==> src/rtl/mem_port_arbiter_if.sv <==
// Bundles the instruction-fetch port, the load/store port and the shared memory
// port of mem_port_arbiter; slave is the arbiter's view, master the environment's.
interface mem_port_arbiter_if #(
  parameter int ADDR_W = 32,
  parameter int DATA_W = 32
);
  logic              i_instr_rd_en;
  logic [ADDR_W-1:0] i_instr_addr;
  logic              o_instr_ready;
  logic [DATA_W-1:0] o_instr_data;
  logic              i_data_rd_en;
  logic              i_data_wr_en;
  logic [ADDR_W-1:0] i_data_addr;
  logic [DATA_W-1:0] i_data_wdata;
  logic              o_data_ready;
  logic [DATA_W-1:0] o_data_rdata;
  logic              o_mem_re;
  logic              o_mem_we;
  logic [ADDR_W-1:0] o_mem_addr;
  logic [DATA_W-1:0] o_mem_wdata;
  logic [DATA_W-1:0] i_mem_rdata;
  logic              o_proto_err;

  modport slave (
    input  i_instr_rd_en, i_instr_addr, i_data_rd_en, i_data_wr_en,
           i_data_addr, i_data_wdata, i_mem_rdata,
    output o_instr_ready, o_instr_data, o_data_ready, o_data_rdata,
           o_mem_re, o_mem_we, o_mem_addr, o_mem_wdata, o_proto_err
  );

  modport master (
    output i_instr_rd_en, i_instr_addr, i_data_rd_en, i_data_wr_en,
           i_data_addr, i_data_wdata, i_mem_rdata,
    input  o_instr_ready, o_instr_data, o_data_ready, o_data_rdata,
           o_mem_re, o_mem_we, o_mem_addr, o_mem_wdata, o_proto_err
  );
endinterface

==> src/rtl/mem_port_arbiter.sv <==
// Arbitrates a single-port synchronous memory between the fetch and load/store
// ports: each grant is IDLE -> ACCESS (strobe) -> RESP (ready pulse), never overlapped.
module mem_port_arbiter #(
  parameter int ADDR_W     = 32,
  parameter int DATA_W     = 32,
  parameter int FIXED_PRIO = 0
) (
  input  logic                    clk,
  input  logic                    rst_n,
  mem_port_arbiter_if.slave       bus
);

  typedef enum logic [1:0] {
    IDLE   = 2'd0,
    ACCESS = 2'd1,
    RESP   = 2'd2
  } state_t;

  state_t            r_state;
  state_t            w_next_state;
  logic              r_last_data;
  logic              r_grant_data;
  logic              r_op_write;
  logic              r_mem_re;
  logic              r_mem_we;
  logic [ADDR_W-1:0] r_mem_addr;
  logic [DATA_W-1:0] r_mem_wdata;
  logic              r_instr_ready;
  logic              r_data_ready;
  logic              r_proto_err;

  logic              w_data_req;
  logic              w_grant;
  logic              w_grant_data;
  logic              w_grant_write;
  logic              w_proto_err;

  assign w_data_req = bus.i_data_rd_en | bus.i_data_wr_en;

  // State register
  always_ff @(posedge clk or negedge rst_n) begin
    if (!rst_n) begin
      r_state <= IDLE;
    end else begin
      r_state <= w_next_state;
    end
  end

  // Next state and grant decision; requests are only looked at in IDLE
  always_comb begin
    w_next_state  = r_state;
    w_grant       = 1'b0;
    w_grant_data  = 1'b0;
    w_grant_write = 1'b0;
    w_proto_err   = 1'b0;
    case (r_state)
      IDLE: begin
        w_proto_err = bus.i_data_rd_en & bus.i_data_wr_en;
        if (bus.i_instr_rd_en || w_data_req) begin
          w_grant = 1'b1;
          if (bus.i_instr_rd_en && w_data_req) begin
            w_grant_data = (FIXED_PRIO != 32'sd0) ? 1'b1 : ~r_last_data;
          end else begin
            w_grant_data = w_data_req;
          end
          // rd_en together with wr_en is resolved as a store
          w_grant_write = w_grant_data & bus.i_data_wr_en;
          w_next_state  = ACCESS;
        end else begin
          w_next_state = IDLE;
        end
      end
      ACCESS:  w_next_state = RESP;
      RESP:    w_next_state = IDLE;
      default: w_next_state = IDLE;
    endcase
  end

  // Command, response and error registers
  always_ff @(posedge clk or negedge rst_n) begin
    if (!rst_n) begin
      r_last_data   <= 1'b1;
      r_grant_data  <= 1'b0;
      r_op_write    <= 1'b0;
      r_mem_re      <= 1'b0;
      r_mem_we      <= 1'b0;
      r_mem_addr    <= {ADDR_W{1'b0}};
      r_mem_wdata   <= {DATA_W{1'b0}};
      r_instr_ready <= 1'b0;
      r_data_ready  <= 1'b0;
      r_proto_err   <= 1'b0;
    end else begin
      r_mem_re      <= w_grant & ~w_grant_write;
      r_mem_we      <= w_grant & w_grant_write;
      r_instr_ready <= (r_state == ACCESS) & ~r_grant_data;
      r_data_ready  <= (r_state == ACCESS) & r_grant_data;
      if (w_grant) begin
        r_mem_addr   <= w_grant_data ? bus.i_data_addr : bus.i_instr_addr;
        r_mem_wdata  <= w_grant_data ? bus.i_data_wdata : {DATA_W{1'b0}};
        r_grant_data <= w_grant_data;
        r_op_write   <= w_grant_write;
        r_last_data  <= w_grant_data;
      end else begin
        r_mem_addr   <= r_mem_addr;
        r_mem_wdata  <= r_mem_wdata;
        r_grant_data <= r_grant_data;
        r_op_write   <= r_op_write;
        r_last_data  <= r_last_data;
      end
      if (w_proto_err) begin
        r_proto_err <= 1'b1;
      end else begin
        r_proto_err <= r_proto_err;
      end
    end
  end

  assign bus.o_mem_re      = r_mem_re;
  assign bus.o_mem_we      = r_mem_we;
  assign bus.o_mem_addr    = r_mem_addr;
  assign bus.o_mem_wdata   = r_mem_wdata;
  assign bus.o_instr_ready = r_instr_ready;
  assign bus.o_data_ready  = r_data_ready;
  assign bus.o_proto_err   = r_proto_err;
  // Read data is steered straight from memory during the RESP cycle only
  assign bus.o_instr_data  = r_instr_ready ? bus.i_mem_rdata : {DATA_W{1'b0}};
  assign bus.o_data_rdata  = (r_data_ready && !r_op_write) ? bus.i_mem_rdata : {DATA_W{1'b0}};

endmodule

==> src/flat_wrapper.sv <==
// flat-port wrapper written by rule: the top's interface ports become plain ports
module mem_port_arbiter_flat 
#(
  parameter int ADDR_W     = 32,
  parameter int DATA_W     = 32,
  parameter int FIXED_PRIO = 0
)
  (clk, rst_n, bus_i_instr_rd_en, bus_i_instr_addr, bus_i_data_rd_en, bus_i_data_wr_en, bus_i_data_addr, bus_i_data_wdata, bus_i_mem_rdata, bus_o_instr_ready, bus_o_instr_data, bus_o_data_ready, bus_o_data_rdata, bus_o_mem_re, bus_o_mem_we, bus_o_mem_addr, bus_o_mem_wdata, bus_o_proto_err);
  mem_port_arbiter_if #(.ADDR_W(ADDR_W), .DATA_W(DATA_W)) bus_i ();
  input  logic clk;
  input  logic rst_n;
  input wire logic [$bits(bus_i.i_instr_rd_en)-1:0] bus_i_instr_rd_en;
  input wire logic [$bits(bus_i.i_instr_addr)-1:0] bus_i_instr_addr;
  input wire logic [$bits(bus_i.i_data_rd_en)-1:0] bus_i_data_rd_en;
  input wire logic [$bits(bus_i.i_data_wr_en)-1:0] bus_i_data_wr_en;
  input wire logic [$bits(bus_i.i_data_addr)-1:0] bus_i_data_addr;
  input wire logic [$bits(bus_i.i_data_wdata)-1:0] bus_i_data_wdata;
  input wire logic [$bits(bus_i.i_mem_rdata)-1:0] bus_i_mem_rdata;
  output wire logic [$bits(bus_i.o_instr_ready)-1:0] bus_o_instr_ready;
  output wire logic [$bits(bus_i.o_instr_data)-1:0] bus_o_instr_data;
  output wire logic [$bits(bus_i.o_data_ready)-1:0] bus_o_data_ready;
  output wire logic [$bits(bus_i.o_data_rdata)-1:0] bus_o_data_rdata;
  output wire logic [$bits(bus_i.o_mem_re)-1:0] bus_o_mem_re;
  output wire logic [$bits(bus_i.o_mem_we)-1:0] bus_o_mem_we;
  output wire logic [$bits(bus_i.o_mem_addr)-1:0] bus_o_mem_addr;
  output wire logic [$bits(bus_i.o_mem_wdata)-1:0] bus_o_mem_wdata;
  output wire logic [$bits(bus_i.o_proto_err)-1:0] bus_o_proto_err;
  assign bus_i.i_instr_rd_en = bus_i_instr_rd_en;
  assign bus_i.i_instr_addr = bus_i_instr_addr;
  assign bus_i.i_data_rd_en = bus_i_data_rd_en;
  assign bus_i.i_data_wr_en = bus_i_data_wr_en;
  assign bus_i.i_data_addr = bus_i_data_addr;
  assign bus_i.i_data_wdata = bus_i_data_wdata;
  assign bus_i.i_mem_rdata = bus_i_mem_rdata;
  assign bus_o_instr_ready = bus_i.o_instr_ready;
  assign bus_o_instr_data = bus_i.o_instr_data;
  assign bus_o_data_ready = bus_i.o_data_ready;
  assign bus_o_data_rdata = bus_i.o_data_rdata;
  assign bus_o_mem_re = bus_i.o_mem_re;
  assign bus_o_mem_we = bus_i.o_mem_we;
  assign bus_o_mem_addr = bus_i.o_mem_addr;
  assign bus_o_mem_wdata = bus_i.o_mem_wdata;
  assign bus_o_proto_err = bus_i.o_proto_err;
  mem_port_arbiter #(.ADDR_W(ADDR_W), .DATA_W(DATA_W), .FIXED_PRIO(FIXED_PRIO)) u_core (.clk(clk), .rst_n(rst_n), .bus(bus_i));
endmodule
==> config.mk <==
export PLATFORM = sky130hd
export DESIGN_NAME = mem_port_arbiter_flat
export DESIGN_NICKNAME = d
export VERILOG_FILES = /design/src/rtl/mem_port_arbiter_if.sv /design/src/rtl/mem_port_arbiter.sv /design/src/flat_wrapper.sv
export SDC_FILE = /design/constraint.sdc
export NUM_CORES = 1
export LEC_CHECK = 0
export BUFFER_PORTS_ARGS = -buffer_cell sky130_fd_sc_hd__buf_2
export CORE_AREA = 2 2 103 105
export DETAILED_ROUTE_END_ITERATION = 10
export DIE_AREA = 0 0 105 107
export GPL_TIMING_DRIVEN = 0
export PLACE_DENSITY = 0.72
export SLEW_MARGIN = 5
export SYNTH_ARGS = -nofsm -noshare
export SYNTH_HDL_FRONTEND = slang
export SYNTH_SLANG_ARGS = --single-unit
==> constraint.sdc <==
create_clock -name clk -period 2.8 [get_ports clk]
set_clock_uncertainty 0.1 [all_clocks]
set_input_delay 0.14 -clock clk [delete_from_list [all_inputs] [get_ports clk]]
set_output_delay 0.14 -clock clk [all_outputs]
set_load 0.005 [all_outputs]
==> impl_summary.txt, run 1 <==
----------------------------------------------------
[Global routing]
  Number of antenna violations at the first check in global routing ... 0
  Met2 Use GR ... 46.0%
  Pin count of the biggest net entering global routing ... 51
  Via count of the first global-routing pass ... 4303
  Global-route wire length before repair ... 21400 µm
  Overall overflow remaining after global route ... 0
  Met3 track utilization from global routing ... 4.01%
  Global routing's busiest layer ... met2
  GRT Resource Usage Total ... 24.1%
  Met1 capacity usage during global routing ... 25.4%

[Pwr]
  Switching part of the total ... 37.2%
  Clk pwr share ... 15.3%
  Sequential cell fraction of total power ... 31.5%
  Leakage Power ... 3.19 nW
  Internal Dissipation ... 3.75 mW
  Power density over the cells ... 941 mW/mm²
  Logic pwr share ... 53.2%
  Reported net switching power ... 2.22 mW
  Largest vdd supply drop ... 418 µV

[Setup path]
  Setup Crit Path Kind ... in2reg
  Worst reg2reg startpoint ... u_core.r_last_data
  CP Max Fanout ... 10
  Endpoint class of the critical path ... flop
  Capture point of the worst reg-to-reg path ... u_core.bus.o_mem_addr[30]
  Critical path startpoint category ... primary input
  Data arrival time at the worst-slack endpoint ... 2640 ps
  Worst EP required ... 2980 ps
  Cells on worst reg2reg path ... 5
  Reg-to-reg setup timing slack ... 400 ps

[Outcome]
  Status ... completed

[CTS]
  Total number of H-tree levels ... 3
  Clock tree from TritonCTS ... done
  Count of clock tree sinks ... 74
  CTS max path bufs ... 2
  Clock-pin slew reported for the worst setup and hold paths after clock tree synthesis ... 80 ps
  Clock root cell ... clkbuf_8
  Total CTS buffers ... 9
  Clock insertion delay at the later pin of the skew report ... 340 ps

[Place]
  Worst setup timing slack at the placement stage ... 953 ps
  Post-DP HPWL ... 9520 µm
  Placed cell count ... 754
  Final RePlAce weighted congestion ... 0.887
  Number of input and output port buffers inserted ... 265
  Instance area at placement ... 0.00515 mm²

[Logic synthesis]
  Number of flip-flops and latches in the synthesized netlist ... 74
  Share of the synthesized area in the top cell type ... 50.4%
  Mean cell area of the mapped netlist ... 10.3 µm²
  Post-synthesis instance area ... 0.00362 mm²
  Seq/Total Area, Yosys ... 51.2%
  Top cells by instance count after synthesis ... dfrtp_1, and2_1
  Net count of the mapped netlist ... 485
  Cell taking the most area after synthesis ... dfrtp_1
  Synth Instances ... 352
  Mux cell area share after synthesis ... 0%
  Unique masters post-synth ... 25
  Leading cell type by number of instances after synthesis ... dfrtp_1
  Synth Area in Simple Gates ... 20.2%
  Top area cells in the synthesized netlist ... dfrtp_1, and2_1, a22o_1
  Most frequently used flop master after synthesis ... dfrtp_1
  Fraction of the mapped netlist area in adder cells ... 0%
  Number of enable-type register cells in the synthesized netlist ... 0
  Compound-cell area share of the yosys netlist ... 23.6%
  Synthesized-area fraction occupied by xor and xnor cells ... 0%
  Share of flip-flops with an asynchronous set or reset after synthesis ... 100%
  Yosys synthesis warning count ... 0
  Largest family of logic cells by synthesized area ... compound AO/OA/AOI/OAI gates

[Route]
  Final routed wire length divided by cell count ... 16.1 µm
  Total iterations of the first detailed-routing run ... 6
  Final WL ... 13900 µm
  Post-route DRC violation count ... 0
  Remaining antenna violation count after routing ... 0
  Detailed Route Iter0 Violations ... 254
  DR vias ... 4308
  Routed vias/inst ... 4.96

[Min path]
  Hold crit path type ... in2reg
  End point of the most critical hold path ... u_core.bus.o_mem_addr[20]
  Launch instance of the worst min-delay path ... bus_i_data_addr[20]
  Number of cells on the worst hold path ... 3

[Timing]
  Final cycle utilization of the critical path ... 87.8%
  Sum of negative setup slack ... 0 ps
  RSZ-0062 raised after global routing ... no
  Period minus WS final ... 2460 ps
  Max-slew headroom at the worst pin ... 68.8%
  Final critical-path setup slack ... 343 ps
  Slew at the pin with the worst max-slew slack ... 468 ps
  Fmax ... 0.407 GHz
  Setup violations, final ... 0
  Slew Viols, Final ... 0
  Hold violation count in the final report ... 0

[Layout]
  Final std cells w/o fill ... 868
  Final core utilization ... 62.9%
  Area growth from synthesis to layout ... 75.2%
  Fin area ... 0.00635 mm²
  Final net count ... 860
  Count of inserted antenna diode cells ... 0
  Share of cells above drive strength 1 ... 41.5%

[Floorplan]
  Die extent in y ... 107 µm
  Num rows ... 37
  Starting density of the core ... 35.9%
  Count of pins on the block boundary ... 266
  Placeable core region ... 0.0101 mm²
  Die width ... 105 µm
  Floorplan die area ... 0.0112 mm²

[Run]
  Max-capacitance violation count ... 0

----------------------------------------------------
-- layout by cell type (no fill, tap or decap), types with 4 or more instances in the layout --
cell type	instances
buf_2	274
dlygate4sd3_1	98
dfrtp_1	73
and2_1	65
a22o_1	32
nand3b_1	32
a21oi_1	32
a31oi_1	32
o21ai_1	30
clkbuf_1	20
clkbuf_8	9
buf_4	4
-- through the flow --
step | total power, mW | hold slack (ps)
global route | 6.37 | 19.6
global placement | 4.39 | 259
detailed placement | 4.47 | -29.3
finish | 5.97 | 25.0
floorplan | 3.30 | -256
CTS | 5.92 | 1.57
-- critical path, stage by stage --
cell           delay, ps
dlygate4sd3_1        560
buf_2                140
nor2_1               150
buf_2                280
clkbuf_1             410
o21ai_1              170
a31oi_1              210
dlygate4sd3_1        590
-- per-layer routing --
layer | vias to the layer above | wire (µm)
met1 | 2036 | 5120
met3 | 40 | 775
met5 | - | 0
li1 | 2027 | -
met4 | 0 | 480
met2 | 205 | 7560
-- cell type report --
| type | count | area, µm² |
|---|---|---|
| Fill cell | 862 | 3750 |
| Timing Repair Buffer | 364 | 2340 |
| Sequential cell | 74 | 1850 |
| Multi-Input combinational cell | 242 | 1590 |
| Buffer | 35 | 178 |
| Tap cell | 136 | 170 |
| Clock buffer | 10 | 128 |
| Clock inverter | 6 | 88.8 |
| Inverter | 1 | 6.26 |
-- how the worst max path moves through the flow --
stage / start / endpoint / depth (start not counted)
2_1_floorplan: u_core.r_last_data / u_core.bus.o_mem_addr[11] / 4
3_3_place_gp: u_core.r_state[1] / u_core.bus.o_mem_addr[12] / 4
3_5_place_dp: u_core.r_state[1] / u_core.bus.o_mem_addr[20] / 4
4_1_cts: u_core.r_state[1] / u_core.bus.o_mem_addr[17] / 5
5_1_grt: bus_i_data_rd_en / u_core.bus.o_mem_addr[17] / 8
6_report: bus_i_data_rd_en / u_core.bus.o_mem_addr[30] / 8
-- flip-flops by register name, summed over array words and instances (netlist names) --
| register | flops |
|---|---|
| u_core.r_state | 2 |
| u_core.r_op_write | 1 |
| u_core.r_last_data | 1 |
| u_core.bus.o_data_ready | 1 |
| u_core.bus.o_mem_addr | 32 |
| u_core.bus.o_mem_re | 1 |
| u_core.r_grant_data | 1 |
| u_core.bus.o_mem_we | 1 |
| u_core.bus.o_instr_ready | 1 |
| u_core.bus.o_proto_err | 1 |
| u_core.bus.o_mem_wdata | 32 |
-- cell families after synthesis --
family,Yosys count
AOI/OAI and AO/OA,134
and+or+nand+nor,108
DFF,74
buffers and inverters,36
-- timing repair --
action,CTS,global route
hold endpoints to repair,138,0
setup buffers,0,0
gates resized for setup,0,0
endpoints found under the setup margin,0,0
hold buffers,98,0
-- power groups by stage --
stage	clock network (mW)	logic, mW	registers (mW)
after global placement	0	2.53	1.86
after global routing	0.976	3.47	1.93
after floorplan	0	1.42	1.89
after detailed placement	0	2.59	1.88
final	0.916	3.17	1.88
after CTS	0.930	3.12	1.87
(Power assumes the default switching activity.)
==> inputs of run 2 (changes only) <==
- MAX_ROUTING_LAYER: not set -> met4
==> impl_summary.txt, run 2 (synthesized netlist as in run 1, its figures left out) <==
----------------------------------------------------
[Outcome]
  Status ... completed

[CTS]
  Clock-pin slew reported for the worst setup and hold paths after clock tree synthesis ... 80 ps
  Clock tree from TritonCTS ... done
  Total number of H-tree levels ... 3
  Total CTS buffers ... 9
  Clock root cell ... clkbuf_8
  Clock insertion delay at the later pin of the skew report ... 340 ps
  Count of clock tree sinks ... 74
  CTS max path bufs ... 2
  Number of buffers inserted by post-CTS setup repair ... 0
  CTS-repair resized insts ... 0

[Setup path]
  Data arrival time at the worst-slack endpoint ... 2640 ps
  Critical path startpoint category ... primary input
  Setup Crit Path Kind ... in2reg
  Worst EP required ... 2980 ps
  Endpoint class of the critical path ... flop
  CP Max Fanout ... 10

[Floorplan]
  Starting density of the core ... 35.9%
  Die extent in y ... 107 µm
  Count of pins on the block boundary ... 266
  Die width ... 105 µm
  Num rows ... 37
  Placeable core region ... 0.0101 mm²
  Floorplan die area ... 0.0112 mm²

[Layout]
  Combined area of the multi-input logic cells ... 0.00159 mm²
  Final net count ... 860
  FF/Latch Area ... 0.00185 mm²
  Commonest cells after routing, fill and taps aside ... buf_2, dlygate4sd3_1, dfrtp_1
  Final-layout fill cell count ... 862
  Leading cell type in the layout, fill and taps excluded ... buf_2
  Share of cells above drive strength 1 ... 41.5%
  Area growth from synthesis to layout ... 75.2%
  Count of inserted antenna diode cells ... 0

[Global routing]
  Pin count of the biggest net entering global routing ... 51
  Via count of the first global-routing pass ... 4302
  Global-route wire length before repair ... 21400 µm
  Overall overflow remaining after global route ... 0
  GRT Resource Usage Total ... 24.7%
  Number of antenna violations at the first check in global routing ... 0

[Route]
  Final WL ... 14000 µm
  DR vias ... 4321
  Total iterations of the first detailed-routing run ... 6
  Post-route DRC violation count ... 0
  Detailed Route Iter0 Violations ... 293
  Remaining antenna violation count after routing ... 0
  Routed vias/inst ... 4.98
  Final routed wire length divided by cell count ... 16.1 µm

[Place]
  Post-DP HPWL ... 9520 µm
  Final RePlAce weighted congestion ... 0.901
  Number of input and output port buffers inserted ... 265

[Timing]
  Max-slew headroom at the worst pin ... 68.7%
  Slew Viols, Final ... 0
  RSZ-0062 raised after global routing ... no
  Period minus WS final ... 2460 ps
  Setup violations, final ... 0
  Hold violation count in the final report ... 0
  Fmax ... 0.407 GHz
  Final cycle utilization of the critical path ... 87.8%
  Sum of negative setup slack ... 0 ps
  Slew at the pin with the worst max-slew slack ... 469 ps
  Hold_ws ... 34.7 ps

[Pwr]
  Power density over the cells ... 941 mW/mm²
  Leakage Power ... 3.19 nW
  Total power after layout ... 5.97 mW
  Largest vdd supply drop ... 411 µV

[Min path]
  Hold crit path type ... in2reg

[Run]
  Max-capacitance violation count ... 0

----------------------------------------------------
## run 2: cell counts in the layout (fill, tap and decap cells not counted)
No cell type changed its count.
## run 2: repair_timing
| item | 4_1_cts | 5_1_grt |
|---|---|---|
| hold buffers | 98 | 0 |
| endpoints found under the setup margin | 0 | 0 |
| endpoints found under the hold margin | 138 | 0 |
## run 2: path summary, 6_finish.rpt
kind                                                    to  cells after the start  slack [ps]                 from
min in group asynchronous       u_core.bus.o_mem_wdata[14]                      2         160                rst_n
worst max-delay path             u_core.bus.o_mem_addr[30]                      8         340     bus_i_data_rd_en
worst min-delay path             u_core.bus.o_mem_addr[20]                      3          30  bus_i_data_addr[20]
worst min register to register    u_core.bus.o_instr_ready                      1         350  u_core.r_grant_data
worst max register to register   u_core.bus.o_mem_addr[30]                      5         370   u_core.r_last_data
max in group asynchronous               u_core.r_last_data                      3        1830                rst_n
## run 2: cell type report
| type | instances | share of cell area (%) |
|---|---|---|
| Timing Repair Buffer | 364 | 36.8 |
| Inverter | 1 | 0.0986 |
| Buffer | 35 | 2.80 |
| Multi-Input combinational cell | 242 | 25.0 |
| Clock buffer | 10 | 2.01 |
| Tap cell | 136 | 2.68 |
| Clock inverter | 6 | 1.40 |
| Sequential cell | 74 | 29.2 |
## run 2: per-layer routing
layer,wire length (µm),track usage [%],up-vias
li1,-,-,2028
met1,5110,25.0,2052
met2,7600,46.2,201
met3,764,4.07,40
met4,489,12.0,0
met5,0,-,-
## run 2: critical path, stage by stage
cell and delay [ps]:
dlygate4sd3_1 560, buf_2 140, nor2_1 150, buf_2 270, clkbuf_1 410, o21ai_1 160, a31oi_1 210, dlygate4sd3_1 590
## run 2: power by group
part           internal (mW)  switching (mW)  total, mW
clock network          0.504           0.412      0.916
logic                   1.67            1.51       3.18
registers               1.57           0.309       1.88
## run 2: metrics by stage
| step | worst slack (ps) | instance area [µm²] | std cells | util [%] |
|---|---|---|---|---|
| global placement | 1060 | 5120 | 753 | 50.7 |
| CTS | 413 | 6350 | 868 | 62.9 |
| floorplan | 1340 | 3620 | 352 | - |
| detailed placement | 953 | 5150 | 754 | 51.0 |
| global route | 207 | 6350 | 868 | 62.9 |
| finish | 341 | 6350 | 868 | 62.9 |
